<file path="src/rtl/alu_issue_pkg.sv">
// alu_issue_pkg: shared types and default widths for the ALU issue/capture stage.
package alu_issue_pkg;

  localparam int unsigned SETTLE_W  = 4;
  localparam int unsigned ALU_WIDTH = 8;
  localparam int unsigned ALU_SEL_W = 3;

  typedef enum logic [1:0] {
    ST_IDLE  = 2'd0,
    ST_ISSUE = 2'd1,
    ST_HOLD  = 2'd2
  } state_e;

endpackage : alu_issue_pkg

</file>
<file path="src/rtl/alu_issue.sv">
// alu_issue: registers a command onto the ALU inputs, waits SETTLE cycles,
// captures the ALU result and offers it downstream under valid/ready.
// Optional macro ALU_ISSUE_FLAGS_EN adds registered out_zero/out_parity flags.
module alu_issue
  import alu_issue_pkg::*;
#(
  parameter int unsigned WIDTH  = ALU_WIDTH,
  parameter int unsigned SEL_W  = ALU_SEL_W,
  parameter int unsigned SETTLE = 1,
  parameter int unsigned CNT_W  = 16
) (
  input  logic             clk,
  input  logic             rst_n,
  input  logic             in_valid,
  output logic             in_ready,
  input  logic [WIDTH-1:0] in_a,
  input  logic [WIDTH-1:0] in_b,
  input  logic [SEL_W-1:0] in_sel,
  output logic [WIDTH-1:0] alu_a,
  output logic [WIDTH-1:0] alu_b,
  output logic [SEL_W-1:0] alu_s,
  input  logic [WIDTH-1:0] alu_r,
  output logic             out_valid,
  input  logic             out_ready,
  output logic [WIDTH-1:0] out_r,
  output logic [SEL_W-1:0] out_sel,
  output logic [CNT_W-1:0] op_count,
  output logic             busy
`ifdef ALU_ISSUE_FLAGS_EN
  ,
  output logic             out_zero,
  output logic             out_parity
`endif
);

  // Reject out-of-range settle times at elaboration; the counter is not clamped.
  if (SETTLE == 0 || SETTLE > 15) begin : g_settle_range
    $error("alu_issue: SETTLE must be in 1..15");
  end

  localparam logic [SETTLE_W-1:0] SETTLE_LD = SETTLE_W'(SETTLE - 1);

  state_e              state_q, state_d;
  logic                rdy_en_q;
  logic [SETTLE_W-1:0] settle_q, settle_d;
  logic [WIDTH-1:0]    alu_a_q, alu_a_d;
  logic [WIDTH-1:0]    alu_b_q, alu_b_d;
  logic [SEL_W-1:0]    alu_s_q, alu_s_d;
  logic [WIDTH-1:0]    out_r_q, out_r_d;
  logic [SEL_W-1:0]    out_sel_q, out_sel_d;
  logic                out_valid_q, out_valid_d;
  logic [CNT_W-1:0]    op_count_q, op_count_d;
  logic                busy_q, busy_d;
  logic                accept;
`ifdef ALU_ISSUE_FLAGS_EN
  logic                out_zero_q, out_zero_d;
  logic                out_parity_q, out_parity_d;
`endif

  // Ready in IDLE, or in HOLD when the result leaves this cycle; masked on the release edge.
  assign in_ready = rdy_en_q &
                    ((state_q == ST_IDLE) | ((state_q == ST_HOLD) & out_ready));
  assign accept   = in_valid & in_ready;

  // Next-state, operand load, settle countdown, result capture and op counting.
  always_comb begin
    state_d     = state_q;
    settle_d    = settle_q;
    alu_a_d     = alu_a_q;
    alu_b_d     = alu_b_q;
    alu_s_d     = alu_s_q;
    out_r_d     = out_r_q;
    out_sel_d   = out_sel_q;
    out_valid_d = out_valid_q;
    op_count_d  = op_count_q;
`ifdef ALU_ISSUE_FLAGS_EN
    out_zero_d   = out_zero_q;
    out_parity_d = out_parity_q;
`endif

    // Acceptance only happens in IDLE or HOLD and always restarts the settle wait.
    if (accept) begin
      alu_a_d  = in_a;
      alu_b_d  = in_b;
      alu_s_d  = in_sel;
      settle_d = SETTLE_LD;
    end

    case (state_q)
      ST_IDLE: begin
        if (accept) state_d = ST_ISSUE;
      end
      ST_ISSUE: begin
        if (settle_q != '0) begin
          settle_d = settle_q - SETTLE_W'(1);
        end else begin
          out_r_d     = alu_r;
          out_sel_d   = alu_s_q;
          out_valid_d = 1'b1;
`ifdef ALU_ISSUE_FLAGS_EN
          out_zero_d   = (alu_r == '0);
          out_parity_d = ^alu_r;
`endif
          state_d     = ST_HOLD;
        end
      end
      ST_HOLD: begin
        if (out_ready) begin
          out_valid_d = 1'b0;
          op_count_d  = op_count_q + CNT_W'(1);
          state_d     = accept ? ST_ISSUE : ST_IDLE;
        end
      end
      default: state_d = ST_IDLE;
    endcase

    busy_d = (state_d != ST_IDLE);
  end

  // State and datapath registers; reset discards any in-flight command.
  always_ff @(posedge clk or negedge rst_n) begin
    if (!rst_n) begin
      state_q     <= ST_IDLE;
      rdy_en_q    <= 1'b0;
      settle_q    <= '0;
      alu_a_q     <= '0;
      alu_b_q     <= '0;
      alu_s_q     <= '0;
      out_r_q     <= '0;
      out_sel_q   <= '0;
      out_valid_q <= 1'b0;
      op_count_q  <= '0;
      busy_q      <= 1'b0;
`ifdef ALU_ISSUE_FLAGS_EN
      out_zero_q   <= 1'b0;
      out_parity_q <= 1'b0;
`endif
    end else begin
      state_q     <= state_d;
      rdy_en_q    <= 1'b1;
      settle_q    <= settle_d;
      alu_a_q     <= alu_a_d;
      alu_b_q     <= alu_b_d;
      alu_s_q     <= alu_s_d;
      out_r_q     <= out_r_d;
      out_sel_q   <= out_sel_d;
      out_valid_q <= out_valid_d;
      op_count_q  <= op_count_d;
      busy_q      <= busy_d;
`ifdef ALU_ISSUE_FLAGS_EN
      out_zero_q   <= out_zero_d;
      out_parity_q <= out_parity_d;
`endif
    end
  end

  assign alu_a     = alu_a_q;
  assign alu_b     = alu_b_q;
  assign alu_s     = alu_s_q;
  assign out_r     = out_r_q;
  assign out_sel   = out_sel_q;
  assign out_valid = out_valid_q;
  assign op_count  = op_count_q;
  assign busy      = busy_q;
`ifdef ALU_ISSUE_FLAGS_EN
  assign out_zero   = out_zero_q;
  assign out_parity = out_parity_q;
`endif

endmodule : alu_issue
</file>
<file path="config.mk">
export PLATFORM = sky130hd
export DESIGN_NAME = alu_issue
export DESIGN_NICKNAME = d
export VERILOG_FILES = /design/src/rtl/alu_issue_pkg.sv /design/src/rtl/alu_issue.sv
export SDC_FILE = /design/constraint.sdc
export NUM_CORES = 1
export LEC_CHECK = 0
export ABC_AREA = 1
export BUFFER_PORTS_ARGS = -buffer_cell sky130_fd_sc_hd__buf_2
export CAP_MARGIN = 20
export CELL_PAD_IN_SITES_DETAIL_PLACEMENT = 0
export CELL_PAD_IN_SITES_GLOBAL_PLACEMENT = 2
export CORE_ASPECT_RATIO = 1.1
export CORE_MARGIN = 1.5
export CORE_UTILIZATION = 29
export CTS_BUF_LIST = sky130_fd_sc_hd__clkbuf_16
export DETAILED_ROUTE_END_ITERATION = 8
export PLACE_DENSITY_LB_ADDON = 0.08
export SYNTH_ARGS = -nofsm -noshare
export SYNTH_HDL_FRONTEND = slang
export SYNTH_SLANG_ARGS = --single-unit
export TNS_END_PERCENT = 30
</file>
<file path="constraint.sdc">
create_clock -name clk -period 1.6 [get_ports clk]
set_input_delay 0.08 -clock clk [delete_from_list [all_inputs] [get_ports clk]]
set_output_delay 0.08 -clock clk [all_outputs]
set_load 0.05 [all_outputs]
</file>
# Yosys cells after proc, flatten, opt, wreduce, memory -nomap -nowiden
# Index checks and enable logic that the tools add are counted.
dict set report word_totals {
  register_bits 55
  in_bits 31
  out_inout_bits 49
  word_cells 40
}
dict set report op_classes {
  addsub 2
  n_eq_ne 4
  mux 11
  bitwise_logic 5
  n_reduce_logical 7
}
# cell count
set ops {}
lappend ops {{$add A16 B1 Y16 const B} 1}
lappend ops {{$mux W4} 3}
lappend ops {{$mux W2} 3}
lappend ops {{$pmux W2 S3} 1}
lappend ops {{$ne A2 B2 Y1 const B} 2}
lappend ops {{$reduce_and A2 Y1} 2}
lappend ops {{$reduce_bool A2 Y1} 2}
lappend ops {{$reduce_bool A4 Y1} 1}
lappend ops {{$sub A4 B1 Y4 const B} 1}
lappend ops {{$and A1 B1 Y1} 3}
lappend ops {{$mux W1} 3}
lappend ops {{$reduce_and A3 Y1} 1}
lappend ops {{$eq A2 B1 Y1 const B} 1}
lappend ops {{$eq A2 B2 Y1 const B} 1}
lappend ops {{$logic_not A2 Y1} 1}
lappend ops {{$pmux W1 S2} 1}
lappend ops {{$not A1 Y1} 1}
lappend ops {{$or A1 B1 Y1} 1}

# Depth between registers and ports, before layout
# Gate-level depths: netlist (run 1).
dict set report logic_depth {
  depth_word 9
  ltp_mapped 8
  ltp_nobuf 8
}

# Worst setup path before layout (run 1)
# OpenSTA, ideal clock, no wires.
dict set report synth_path {
  path_kind {reg-to-reg}
  from {register op_count_q[1] (netlist: op_count[1])}
  to {register op_count_q[12] (netlist: op_count[12])}
  setup_time_ns 0.120
  arrival_ns 1.475
  slack_ns 0.005
  stages_incl_launch_ff 9
  period_less_slack_ns 1.595
  path_cell_list {dfrtp_1 > ha_1 > nand3_1 > nor3_2 > nand2_1 > inv_1 > nand2_1 > nand2_1 > nand2_1}
}
dict set report synth_via {
  elab_chain_cells 1
}
# item line
set synth_rtl {}
lappend synth_rtl {{start, declared} alu_issue.sv:52} ;# logic [CNT_W-1:0] op_count_q, op_count_d;
lappend synth_rtl {{start signal, assigned} alu_issue.sv:148} ;# op_count_q <= op_count_d;
lappend synth_rtl {{$add A16 B1 Y16} alu_issue.sv:110} ;# op_count_d = op_count_q + CNT_W'(1);
# Every way passes these cells.
# A chain may end at the register's enable or synchronous reset.

# Final worst setup path (run 1)
dict set report layout_path {
  from {register state_q[0]}
  to {output port in_ready}
}
dict set report layout_via {
  elab_chain_cells 4
  word_cells_on_any_way 5
  classes_between {eq/ne: 1; bitwise: 3; reduce/logical: 1}
}
# item line
set layout_rtl {}
lappend layout_rtl {{start, declared} alu_issue.sv:43} ;# state_e state_q, state_d;
lappend layout_rtl {{start signal, assigned} alu_issue.sv:139} ;# state_q <= state_d;
lappend layout_rtl {{$eq A2 B2 Y1} alu_issue.sv:62} ;# ((state_q == ST_IDLE) | ((state_q == ST_HOLD) & out_ready));
lappend layout_rtl {{$and A1 B1 Y1} alu_issue.sv:62}
lappend layout_rtl {{$or A1 B1 Y1 (*)} alu_issue.sv:62}
lappend layout_rtl {{$and A1 B1 Y1 (*)} alu_issue.sv:61} ;# assign in_ready = rdy_en_q &
lappend layout_rtl {{end, declared} alu_issue.sv:15} ;# output logic in_ready,
# Mark *: on every way between the ends. The rest lies on a longest branch, timed or not.

==> impl_results.md, run 1 <==
- Setup_tns: 0 ns
- CTS Sinks: 55
- TritonCTS Buffers: 5
- Cell count after synthesis: 269
- Total number of vias: 2025
- Synth area leaders: dfrtp_1 (57%), nand2_1 (14%), nand3_1 (6.8%), inv_1 (2.9%), xor2_1 (2.5%)
- Pwr dens: 2080 nW/um^2
- Total Routing Usage GR: 0.132
- Reg clk slew, reported paths: 0.07 ns
- DR WL/cell: 12.1 um
- Synth Area in Simple Gates: 0.285
- Setup violators final: 0
- Sw Ratio: 0.501
- VDD IR-drop max: 0.000713 V
- N_diodes: 0
- CP Launch Type: flip-flop
- Net Switching: 3.26 mW
- Gpl congestion: 0.719
- Post-layout util: 0.392
- Routed Antenna Nets: 0
- RSZ-0062 raised after global routing: false
- CP Class: reg2out
- Worst-Skew Late Latency: 0.29 ns
- Clock Tree Root: clkbuf_16
- Required @ worst endpoint: 1.52 ns
- Adder-Cell Fraction of Synth Area: 0.0103
- Number of global-route vias before repair: 2027
- DRT Pass-1 Iters: 4
- Synth top area share: 0.568
- Final hold viol count: 0
- Final HPWL DP: 3.93 mm
- # port buffers: 79
- Cell Area, Synth: 2420 um^2
- Initial antenna violation count: 0
- Core footprint: 8000 um^2
- Overflow after GRT: 0
- Max Buffers Root-to-Sink: 2
- Combinational power share: 0.501
- Seq cells post-synth: 55
- Dpl cells: 457
- Synthesized area per cell: 9.01 um^2
- Final wirelength: 5.62 mm
- Iter 0 DRT Violations: 111
- Initial Util: 0.303
- Max Cap Violations: 0
- Largest net degree at the start of global routing: 56
- Synth cell types: 29
- Main synth FF type: dfrtp_1
- Tcrit/Tclk final: 0.935
- Worst hold-check path type: in2reg
- Internal power: 3.24 mW
- Layout cell share with drive strength beyond 1: 0.310
- CTS tree: yes
- Seq. cell area: 1380 um^2
- Cell taking the most area after synthesis: dfrtp_1
- Syn nets: 302
- Synth Area in Compound Gates: 0.0330
- Final std cells w/o fill: 466
- Fmax: 0.668 GHz
- Largest family of logic cells by synthesized area: simple AND/OR/NAND/NOR gates
- Crit path time final: 1.50 ns
- Leakage: 1.70 nW
- Ys Warns: 0
- Total die area: 8920 um^2
- Final slew viol count: 0
- Number of H-tree levels: 2
- Final nets: 390
- Tot Pwr: 6.50 mW
- Outcome: finished, final reports clean
- Footprint of the multi-input gates: 913 um^2
- Min Hold Slack: 0.0169 ns
- Worst EP arrival: 1.42 ns
- Die Ht: 98.9 um
- Setup WS post-layout: 0.104 ns
- Area grow syn2layout: 29.2%
- Pre-CTS setup slack: 0.224 ns
- Synth cell count leaders: nand2_1 (90), dfrtp_1 (55), nand3_1 (33), inv_1 (19), nor2_1 (15)
- Drt drc: 0
- Via density: 4.35
- Width of the die: 90.2 um
- Xor and xnor fraction of the mapped netlist area: 0.0470
- Clock Skew: 0.00679 ns
- First-pass GRT wire length: 9.49 mm
- Number of I/O pins: 80
- FILL cells: 882
- EDFF count, synth: 0
- Clk pwr share: 0.164
- Worst-path fanout max: 17
- Async set-reset flop share out of synthesis: 1.00
- Mux share of post-synthesis cell area: 0
- Sequential Power Share: 0.335
- Placed inst area: 2980 um^2
- Final instance area: 3130 um^2
- Rows: 34
- Cell with the most instances after synthesis: nand2_1
- Crit path capture type: primary output
- Register area share after synthesis: 0.568
[final timing paths]
path,startpoint,endpoint,slack (ns),depth (start not counted)
setup / recovery,state_q[0],in_ready,0.10,5
hold / removal,in_a[2],alu_a[2],0.02,3
setup reg to reg,settle_q[0],out_sel[0],0.22,8
hold reg to reg,alu_a[4],alu_a[4],0.47,2
max in group asynchronous,rst_n,alu_b[7],1.03,3
min in group asynchronous,rst_n,op_count[10],0.33,3
[area by class of cell]
cell class                      instances  area share
Clock buffer                            5      0.0400
Clock inverter                          3     0.00479
Inverter                               23      0.0276
Multi-Input combinational cell        184       0.292
Sequential cell                        55       0.439
Tap cell                              108      0.0431
Timing Repair Buffer                   88       0.153
[what timing repair did]
item | 4_1_cts | 5_1_grt
setup buffers | 0 | 0
gates resized for setup | 0 | 2
hold endpoints to repair | 55 | 0
endpoints found under the setup margin | 0 | 1
hold buffers | 1 | 0
[worst max-delay path: stages (launching register included)]
cell and delay (ns):
dfrtp_1 0.40, clkinv_1 0.08, nand2_2 0.06, nor2_4 0.13, buf_4 0.23, buf_4 0.23
[layer usage]
layer | wire length, um | share of wire | track usage | up-vias
li1 | - | - | - | 1020
met1 | 2750 | 0.49 | 0.172 | 942
met2 | 2520 | 0.45 | 0.217 | 61
met3 | 313 | 0.056 | 0.0363 | 2
met4 | 36 | 0.0064 | 0.0366 | 0
met5 | 0 | 0 | 0 | -
[logic make-up (layout without fill, tap and decap cells)]
kind of cell / Yosys count / after routing
compound gates: 13 / 13
fa+ha+maj: 2 / 2
other cells: 1 / 1
flops: 55 / 55
xor+xnor: 13 / 13
buf+inv: 30 / 119
simple gates: 155 / 155
[cells in the final DEF, fill, tap and decap left out, drive strengths merged, types with 2 or more instances in the layout]
| cell type | count |
|---|---|
| clkinv | 3 |
| dfrtp | 55 |
| o21ai | 8 |
| clkbuf | 5 |
| nand2 | 96 |
| nand4 | 3 |
| nor3 | 2 |
| a21oi | 3 |
| ha | 2 |
| xnor2 | 6 |
| nand3 | 35 |
| buf | 87 |
| xor2 | 7 |
| nor2 | 18 |
| inv | 22 |
[power by group through the flow]
stage | logic, mW | registers (mW) | clock network [mW]
3_5_place_dp | 3.29 | 2.21 | 0
6_report | 3.26 | 2.18 | 1.06
3_3_place_gp | 3.28 | 2.21 | 0
4_1_cts | 3.30 | 2.19 | 1.11
5_1_grt | 3.53 | 2.25 | 1.17
2_1_floorplan | 0.979 | 3.68 | 0
[sequential cells by signal, summed over array words and instances (netlist names)]
signal,cells
rdy_en_q,1
settle_q,4
op_count,16
alu_b,8
out_sel,3
out_r,8
alu_s,3
state_q,2
alu_a,8
busy,1
out_valid,1
(Power assumes the default switching activity.)
==> run 2: changes to the inputs <==
==> constraint.sdc (replaced) <==
create_clock -name clk -period 1.6 [get_ports clk]
set_input_delay 0.08 -clock clk [delete_from_list [all_inputs] [get_ports clk]]
set_output_delay 0.08 -clock clk [all_outputs]
set_load 0.02 [all_outputs]
==> impl_results.md, run 2 (synthesis gave the netlist of run 1 again) <==
- Outcome: finished, final reports clean
- Leakage: 1.70 nW
- VDD IR-drop max: 0.000581 V
- Placed inst area: 2980 um^2
- Crit path time final: 1.46 ns
- Total number of vias: 2025
- Required @ worst endpoint: 1.52 ns
- Final slew viol count: 0
- CTS tree: yes
- Setup violators final: 0
- N_diodes: 0
- Rows: 34
- Final nets: 390
- Setup_tns: 0 ns
- Area grow syn2layout: 29.1%
- Worst EP arrival: 1.38 ns
- Iter 0 DRT Violations: 111
- Final std cells w/o fill: 466
- CP Launch Type: flip-flop
- Number of H-tree levels: 2
- Commonest non-fill, non-tap cell in the layout: nand2_1
- Crit-path max cell delay: 0.40 ns
- Dpl cells: 457
- DR WL/cell: 12.1 um
- Slowest cell on crit path: dfrtp_1
- Drt drc: 0
- Total Routing Usage GR: 0.132
- Initial Util: 0.303
- Largest net degree at the start of global routing: 56
- Max Cap Violations: 0
- Die Ht: 98.9 um
- Number of global-route vias before repair: 2027
- Pwr dens: 1750 nW/um^2
- Number of flip-flops under the largest register name: 16
- Width of the die: 90.2 um
- Final instance area: 3130 um^2
- Post-layout util: 0.391
- CP Buf/Inv Count: 3
- Final HPWL DP: 3.93 mm
- Routed Antenna Nets: 0
- Most frequent cells in the layout: nand2_1 (90), buf_2 (79), dfrtp_1 (55)
- Number of I/O pins: 80
- Layout cell share with drive strength beyond 1: 0.310
- Post-cts sizing count: 0
- Initial antenna violation count: 0
- Total die area: 8920 um^2
- Worst-path fanout max: 17
- # port buffers: 79
- Gpl congestion: 0.719
- TritonCTS Buffers: 5
- Tcrit/Tclk final: 0.912
- Final hold viol count: 0
- Setup bufs post-CTS: 0
- Core footprint: 8000 um^2
- Via density: 4.35
- Final wirelength: 5.62 mm
- Critical path cell sequence: clkinv_1, nand2_2, nor2_4, buf_4, buf_2
- RSZ-0062 raised after global routing: false
- Hold_buf cts: 1
- Crit path capture type: primary output
- Clock Tree Root: clkbuf_16
- Worst hold-check path type: in2reg
- First-pass GRT wire length: 9.49 mm
- Overflow after GRT: 0
- Fmax: 0.685 GHz
- Clock Skew: 0.00679 ns
- Max Buffers Root-to-Sink: 2
- DRT Pass-1 Iters: 4
- Reg clk slew, reported paths: 0.07 ns
- CTS Sinks: 55
- CP Class: reg2out
- Worst-Skew Late Latency: 0.29 ns
- CP top delay family: buffers and inverters
## run 2: per-layer routing
layer / share of wire / routed length (um) / GRT usage / vias up
li1: - / - / - / 1020
met1: 0.49 / 2750 / 0.172 / 942
met2: 0.45 / 2520 / 0.217 / 61
met3: 0.056 / 313 / 0.0363 / 2
met4: 0.0064 / 36 / 0.0366 / 0
met5: 0 / 0 / 0 / -
## run 2: layout make-up
| class | instances | area (um^2) |
|---|---|---|
| Fill cell | 882 | 4870 |
| Sequential cell | 55 | 1380 |
| Multi-Input combinational cell | 184 | 913 |
| Timing Repair Buffer | 88 | 478 |
| Tap cell | 108 | 135 |
| Clock buffer | 5 | 125 |
| Inverter | 23 | 86.3 |
| Clock inverter | 3 | 15.0 |
## run 2: worst min-delay path: stages
cell	delay, ns
buf_2	0.07
nand3_1	0.06
nand2_1	0.06
## run 2: stage by stage
| step | worst slack (ns) | hold slack, ns | total power, mW |
|---|---|---|---|
| 6_report | 0.140 | 0.0169 | 5.49 |
| 2_1_floorplan | 0.249 | -0.216 | 3.68 |
| 3_3_place_gp | 0.176 | 0.110 | 4.48 |
| 3_5_place_dp | 0.224 | 0.108 | 4.49 |
| 4_1_cts | 0.112 | 0.0133 | 5.59 |
| 5_1_grt | 0.0197 | 0.0166 | 5.94 |
## run 2: power by group
group,internal [mW],total [mW],switching [mW]
Clock,0.571,1.06,0.493
Combinational,0.775,2.24,1.47
Sequential,1.89,2.18,0.290
Total,3.24,5.49,2.25
## run 2: final timing paths
kind / start / endpoint / slack [ns] / depth (start not counted)
worst max-delay path: state_q[0] / in_ready / 0.14 / 5
worst min-delay path: in_a[2] / alu_a[2] / 0.02 / 3
worst max register to register: settle_q[0] / out_sel[0] / 0.22 / 8
worst min register to register: alu_a[4] / alu_a[4] / 0.47 / 2
max in group asynchronous: rst_n / alu_b[7] / 1.03 / 3
min in group asynchronous: rst_n / op_count[10] / 0.33 / 3
==> run 3: changes to the inputs <==
--- a/config.mk
+++ b/config.mk
@@ -15,7 +15,8 @@
 export CORE_UTILIZATION = 29
 export CTS_BUF_LIST = sky130_fd_sc_hd__clkbuf_16
 export DETAILED_ROUTE_END_ITERATION = 8
-export PLACE_DENSITY_LB_ADDON = 0.08
+export PLACE_DENSITY_LB_ADDON = 0.1
+export SLEW_MARGIN = 25
 export SYNTH_ARGS = -nofsm -noshare
 export SYNTH_HDL_FRONTEND = slang
 export SYNTH_SLANG_ARGS = --single-unit
==> impl_results.md, run 3 (synthesis gave the netlist of run 1 again) <==
- Final wirelength: 5.66 mm
- Tcrit/Tclk final: 0.924
- Clock Skew: 0.00553 ns
- First-pass GRT wire length: 9.58 mm
- Setup WS post-layout: 0.121 ns
- Post-cts sizing count: 0
- Setup violators final: 0
- Die Ht: 98.9 um
- Final instance area: 3140 um^2
- CTS Sinks: 55
- CP Class: reg2out
- CP Launch Type: flip-flop
- R2R Setup Slk: 0.24 ns
- Via density: 4.28
- Final std cells w/o fill: 467
- TritonCTS Buffers: 5
- Max Cap Violations: 0
- Setup bufs post-CTS: 0
- DRT Pass-1 Iters: 4
- Rows: 34
- Met2 wire length: 2.47 mm
- Drt drc: 0
- Placed inst area: 2990 um^2
- Pre-CTS setup slack: 0.203 ns
- Hold_buf cts: 1
- DR WL/cell: 12.1 um
- Commonest non-fill, non-tap cell in the layout: nand2_1
- Outcome: finished, final reports clean
- Iter 0 DRT Violations: 60
- Final HPWL DP: 4.01 mm
- Routed Antenna Nets: 0
- Met1 wire length: 2.81 mm
- Number of H-tree levels: 2
- Most frequent cells in the layout: nand2_1 (90), buf_2 (79), dfrtp_1 (55)
- Worst hold-check path type: in2reg
- Pwr dens: 1760 nW/um^2
- Overflow after GRT: 0
- Gpl congestion: 0.749
- RSZ-0062 raised after global routing: false
- Area grow syn2layout: 29.5%
- Layout cell share with drive strength beyond 1: 0.318
- Required @ worst endpoint: 1.52 ns
- Dpl cells: 458
- Max Used Layer: met4
- Leakage: 1.71 nW
- Crit path capture type: primary output
- Clock Tree Root: clkbuf_16
- N_diodes: 0
- Setup_tns: 0 ns
- Crit path time final: 1.48 ns
- Number of I/O pins: 80
- Final nets: 391
- Reg clk slew, reported paths: 0.07 ns
- Initial antenna violation count: 0
- Initial Util: 0.303
- Worst-Skew Late Latency: 0.29 ns
- CTS tree: yes
- Largest net degree at the start of global routing: 56
- # port buffers: 79
- Min Hold Slack: 0.0136 ns
- Met3 WL: 296 um
- Fmax: 0.676 GHz
- Post-layout util: 0.393
- VDD IR-drop max: 0.000622 V
- Width of the die: 90.2 um
- Number of flip-flops under the largest register name: 16
- Tot Pwr: 5.54 mW
- Core footprint: 8000 um^2
- Total number of vias: 1997
- Total Routing Usage GR: 0.135
- Number of global-route vias before repair: 2017
- Worst EP arrival: 1.40 ns
- Worst-path fanout max: 17
- Max Buffers Root-to-Sink: 2
- Final hold viol count: 0
- Total die area: 8920 um^2
- Final slew viol count: 0
-- run 3: cell count changes in the layout (fill, tap and decap cells not counted) --
cell | previous run | this run
clkinv_2 | 0 | 2
buf_4 | 7 | 8
clkinv_1 | 3 | 1
clkinvlp_4 | 1 | 0
inv_6 | 0 | 1
-- run 3: worst paths after layout --
kind / to / cells past startpoint / startpoint
max reg2reg: out_sel[2] / 8 / settle_q[0]
min in group asynchronous: op_count[10] / 3 / rst_n
min reg2reg: out_r[7] / 2 / out_r[7]
max: in_ready / 5 / state_q[0]
max in group asynchronous: alu_s[0] / 3 / rst_n
min: alu_a[1] / 3 / in_a[1]
-- run 3: power breakdown --
| part | internal [mW] | total (mW) | switching [mW] |
|---|---|---|---|
| registers | 1.89 | 2.16 | 0.276 |
| clock network | 0.582 | 1.10 | 0.520 |
| logic | 0.790 | 2.27 | 1.48 |
| total | 3.26 | 5.54 | 2.28 |
-- run 3: layout make-up --
class | instances | area [um^2]
multi-input combinational | 184 | 913
inverter | 23 | 86.3
clock inverter | 3 | 18.8
sequential | 55 | 1380
clock buffer | 5 | 125
tap | 108 | 135
timing repair buffer | 89 | 485
fill | 884 | 4860
-- run 3: critical path: stages, from the launching register on --
cell	delay [ns]
dfrtp_1	0.40
clkinv_1	0.08
nand2_2	0.06
nor2_4	0.13
buf_4	0.23
buf_2	0.20
-- run 3: metal layers --
layer	vias up	global-route usage
met2	54	0.212
met3	5	0.0301
met4	0	0.0513
li1	1022	-
met1	916	0.183
met5	-	0
